File: src/rtl/ppu_oam_dma_pkg.sv
// Shared definitions for the OAM DMA block: bus addresses and DMA state encodings.
package ppu_oam_dma_pkg;

  localparam logic [15:0] PPU_REG_OAMDATA = 16'h2004;
  localparam logic [15:0] APU_REG_OAMDMA  = 16'h4014;

  typedef enum logic [2:0] {
    IDLE  = 3'd0,
    HALT  = 3'd1,
    ALIGN = 3'd2,
    READ  = 3'd3,
    WRITE = 3'd4
  } dma_state_t;

endpackage

File: src/rtl/ppu_oam_dma.sv
// OAM DMA for $4014: halts the CPU and copies page $PP00-$PPFF to OAMDATA via read/write pairs.
// Latency: first DMA cycle follows the trigger edge; 513 or 514 halted cycles depending on parity.
module ppu_oam_dma
  import ppu_oam_dma_pkg::*;
#(
  parameter logic [15:0] DMA_REG_ADDR  = APU_REG_OAMDMA,
  parameter logic [15:0] OAM_DATA_ADDR = PPU_REG_OAMDATA
) (
  input  logic        i_cpu_clk,
  input  logic        i_cpu_rstn,
  input  logic [15:0] i_bus_addr,
  input  logic        i_bus_wn,
  input  logic [7:0]  i_bus_wdata,
  output logic        o_cpu_rdy,
  output logic        o_dma_active,
  output logic [15:0] o_dma_addr,
  output logic        o_dma_wn,
  output logic [7:0]  o_dma_wdata,
  input  logic [7:0]  i_dma_rdata
);

  dma_state_t state, state_nxt;
  logic [7:0] page;
  logic [7:0] cnt;
  logic [7:0] data;
  logic       r_odd;
  logic       trigger;

  assign trigger = (state == IDLE) && (i_bus_addr == DMA_REG_ADDR) && !i_bus_wn;

  always_ff @(posedge i_cpu_clk) begin
    if (!i_cpu_rstn) begin
      state <= IDLE;
      page  <= 8'h00;
      cnt   <= 8'h00;
      data  <= 8'h00;
      r_odd <= 1'b0;
    end else begin
      state <= state_nxt;
      r_odd <= ~r_odd;
      if (trigger) begin
        page <= i_bus_wdata;
        cnt  <= 8'h00;
      end
      if (state == READ)  data <= i_dma_rdata;
      // cnt wraps to 0 only on the final WRITE, so reads never leave the page
      if (state == WRITE) cnt  <= cnt + 8'h01;
    end
  end

  always_comb begin
    state_nxt = state;
    case (state)
      IDLE:    if (trigger) state_nxt = HALT;
      HALT:    state_nxt = r_odd ? ALIGN : READ;
      ALIGN:   state_nxt = READ;
      READ:    state_nxt = WRITE;
      WRITE:   state_nxt = (cnt == 8'hFF) ? IDLE : READ;
      default: state_nxt = IDLE;
    endcase
  end

  always_comb begin
    o_cpu_rdy    = 1'b1;
    o_dma_active = 1'b0;
    o_dma_addr   = 16'h0000;
    o_dma_wn     = 1'b1;
    o_dma_wdata  = 8'h00;
    case (state)
      HALT, ALIGN: begin
        o_cpu_rdy    = 1'b0;
        o_dma_active = 1'b1;
        o_dma_addr   = {page, 8'h00};
      end
      READ: begin
        o_cpu_rdy    = 1'b0;
        o_dma_active = 1'b1;
        o_dma_addr   = {page, cnt};
      end
      WRITE: begin
        o_cpu_rdy    = 1'b0;
        o_dma_active = 1'b1;
        o_dma_addr   = OAM_DATA_ADDR;
        o_dma_wn     = 1'b0;
        o_dma_wdata  = data;
      end
      default: ;
    endcase
  end

endmodule

File: config.mk
export PLATFORM = sky130hd
export DESIGN_NAME = ppu_oam_dma
export DESIGN_NICKNAME = d
export VERILOG_FILES = /design/src/rtl/ppu_oam_dma_pkg.sv /design/src/rtl/ppu_oam_dma.sv
export SDC_FILE = /design/constraint.sdc
export NUM_CORES = 1
export LEC_CHECK = 0
export CAP_MARGIN = 20
export CORE_MARGIN = 2
export CORE_UTILIZATION = 41
export CTS_BUF_LIST = sky130_fd_sc_hd__clkbuf_16
export CTS_CLUSTER_SIZE = 16
export DETAILED_ROUTE_END_ITERATION = 8
export PLACE_DENSITY = 0.85
export SYNTH_ARGS = -nofsm -noshare
export SYNTH_HDL_FRONTEND = slang
export SYNTH_SLANG_ARGS = --single-unit
File: constraint.sdc
create_clock -name i_cpu_clk -period 2.03 [get_ports i_cpu_clk]
set_input_delay 0.203 -clock i_cpu_clk [delete_from_list [all_inputs] [get_ports i_cpu_clk]]
set_output_delay 0.203 -clock i_cpu_clk [all_outputs]
set_load 0.01 [all_outputs]
==> impl_metrics.env <==
export IMPL_fp_dieH_um=62.4
export IMPL_grt_overflow=0
export IMPL_h_tree_depth=1
export IMPL_slew_viol_final=0
export IMPL_synth_xor_area_share_pct=2.51
export IMPL_rsz0062_at_grt="true"
export IMPL_multiInputGateArea_um2=793
export IMPL_dp_hpwl_um=2670
export IMPL_fin_skew_ps=2.00
export IMPL_dr_pass1_iters=4
export IMPL_synthCells=176
export IMPL_ys_warnings_count=0
export IMPL_clockRootBuffer="clkbuf_16"
export IMPL_regArea_um2=567
export IMPL_final_area_mm2=0.00223
export IMPL_ys_types=35
export IMPL_clock_sinks=28
export IMPL_drc=0
export IMPL_power_uw=1420
export IMPL_worstSetupEndpointType="output pin"
export IMPL_hold_viol=0
export IMPL_cts_tree="built"
export IMPL_setup_worst_path_class="reg2out"
export IMPL_hold_ws_ps=414
export IMPL_async_flop_share_pct=0
export IMPL_routed_wl_um=3690
export IMPL_hold_class="reg2reg"
export IMPL_antenna_found_initial=0
export IMPL_critPathLaunchType="register"
export IMPL_synth_seq_cells=28
export IMPL_num_rows=21
export IMPL_p_leak_uw=0.000819
export IMPL_final_layout_size_suffix_gt1_share_pct=11.6
export IMPL_clock_latency_ps=260
export IMPL_coreArea_mm2=0.00331
export IMPL_postCtsHoldBufs=0
export IMPL_outcome="completed"
export IMPL_antenna_cells=0
export IMPL_synth_compound_area_share_pct=16.7
export IMPL_ant_nets=0
export IMPL_grt_pass1_vias=1359
export IMPL_viasPerCell=5.07
export IMPL_clockBufferDepth=2
export IMPL_synth_main_ff_cell="dfxtp_1"
export IMPL_placed_cell_area_mm2=0.00209
export IMPL_synth_edf_count=0
export IMPL_portBuffers=61
export IMPL_grt_total_usage_pct=19.6
export IMPL_fillers=285
export IMPL_grt_max_degree=23
export IMPL_syn_avg_cell_area_um2=7.94
export IMPL_initial_core_util_pct=42.2
export IMPL_drt_iter0_markers=82
export IMPL_cts_inserted_buffers=3
export IMPL_finalSetupViolCount=0
export IMPL_dieArea_mm2=0.00389
export IMPL_cap_violations=0
export IMPL_synthSimpleGateAreaFrac_pct=35.4
export IMPL_period_share_pct=95.1
export IMPL_arrival_ps=1730
export IMPL_layout_commonest_cell="clkdlybuf4s50_1"
export IMPL_power_density_mw_per_mm2=634
export IMPL_pin_count=62
export IMPL_netlist_area_mm2=0.00140
export IMPL_peakVddDrop_mv=0.331
export IMPL_required_ps=1830
export IMPL_fmax_mhz=518
export IMPL_gp_congestion=0.836
export IMPL_area_delta_synth_final_pct=59.8
export IMPL_grt_pass1_wl_um=6170
export IMPL_path_clk_slew_ps=70
export IMPL_via_count=1461
export IMPL_die_x_um=62.4
export IMPL_synth_top_family_by_area="simple AND/OR/NAND/NOR gates"
export IMPL_nNetsFinal=279
export IMPL_fin_crit_ps=1930
export IMPL_yosysSeqAreaShare_pct=40.1
export IMPL_final_cell_mix="clkdlybuf4s50_1 (61), nand2_1 (25), dfxtp_1 (25)"
export IMPL_syn_nets=212
export IMPL_tightest_slew_ps=394
export IMPL_crit_fanout=8
export IMPL_muxShareOfSynthArea_pct=0
export IMPL_relSlewSlack_pct=73.3
export IMPL_wl_per_cell_um=12.8
export IMPL_synth_adder_area_share_pct=0.895
-- power breakdown --
| group | internal [uW] | total [uW] | switching (uW) |
|---|---|---|---|
| Combinational | 135 | 246 | 111 |
| Clock | 393 | 578 | 185 |
| Sequential | 566 | 592 | 26.7 |
| Total | 1090 | 1420 | 323 |
-- cell usage after synthesis, types with 2 or more instances --
master | instances | area share [%]
clkbuf_1 | 6 | 1.6
nor2_1 | 7 | 1.9
xor2_1 | 2 | 1.3
nor4b_1 | 2 | 1.3
nand3_1 | 13 | 4.7
nand2b_1 | 2 | 0.90
and3_1 | 4 | 1.8
xnor2_1 | 2 | 1.3
and2_1 | 22 | 9.8
buf_2 | 2 | 0.72
o21ai_0 | 15 | 5.4
inv_1 | 2 | 0.54
dfxtp_1 | 28 | 40
buf_4 | 2 | 1.1
a31oi_1 | 2 | 0.90
nand2_1 | 25 | 6.7
nand4_1 | 3 | 1.3
a21oi_1 | 20 | 7.2
-- worst paths after layout --
check,end,startpoint,slack (ps),cells after the start
setup reg to reg,page[3]$_SDFFE_PN0P_,state[2]$_SDFFE_PN0P_,430,6
setup / recovery,o_dma_wdata[6],state[0]$_SDFFE_PN0P_,100,4
hold reg to reg,r_odd$_SDFF_PN0_,r_odd$_SDFF_PN0_,410,1
hold / removal,r_odd$_SDFF_PN0_,r_odd$_SDFF_PN0_,410,1
-- final cells by class --
type,count,share of cell area (%)
inverter,3,0.616
clock inverter,1,1.34
tap,46,2.58
timing repair buffer,72,31.2
sequential,28,25.4
multi-input combinational,135,35.5
clock buffer,3,3.36
-- through the flow --
stage               setup WS [ps]  instances  setup TNS (ps)  utilization [%]
floorplan                     607        176               0                -
global placement              166        282               0             63.0
detailed placement            151        282               0             63.0
CTS                          23.0        286               0             66.8
global route                -9.50        288           -10.3             67.5
finish                       99.1        288               0             67.5
-- worst max-delay path, cell delays in order (launching register included) --
cell	delay (ps)
dfxtp_2	370
nor3b_4	240
buf_4	190
and2_1	140
clkdlybuf4s50_1	530
-- flip-flops by register name, indices dropped and copies added (netlist names) --
| signal | cells |
|---|---|
| cnt | 8 |
| data | 8 |
| r_odd | 1 |
| page | 8 |
| state | 3 |
-- metal layers --
metal	GRT usage [%]	vias to the layer above	routed length, um
met5	0	-	0
met4	9.72	0	69
met3	2.70	7	162
met2	35.1	42	1920
met1	23.1	670	1530
li1	-	742	-
-- cells by family after synthesis --
logic type                 count (synthesis)
DFF                                       28
adders and majority gates                  1
buffers and inverters                     13
xor gates and xnor gates                   4
and+or+nand+nor                           88
AOI/OAI and AO/OA                         42
-- repair_timing --
| action | 4_1_cts | 5_1_grt |
|---|---|---|
| resized for setup | 7 | 3 |
| setup buffers | 0 | 2 |
| setup endpoints to repair | 24 | 22 |
| pin swaps | 0 | 0 |
| hold endpoints to repair | 0 | 0 |
No activity file was read; power rests on OpenSTA's default activity.
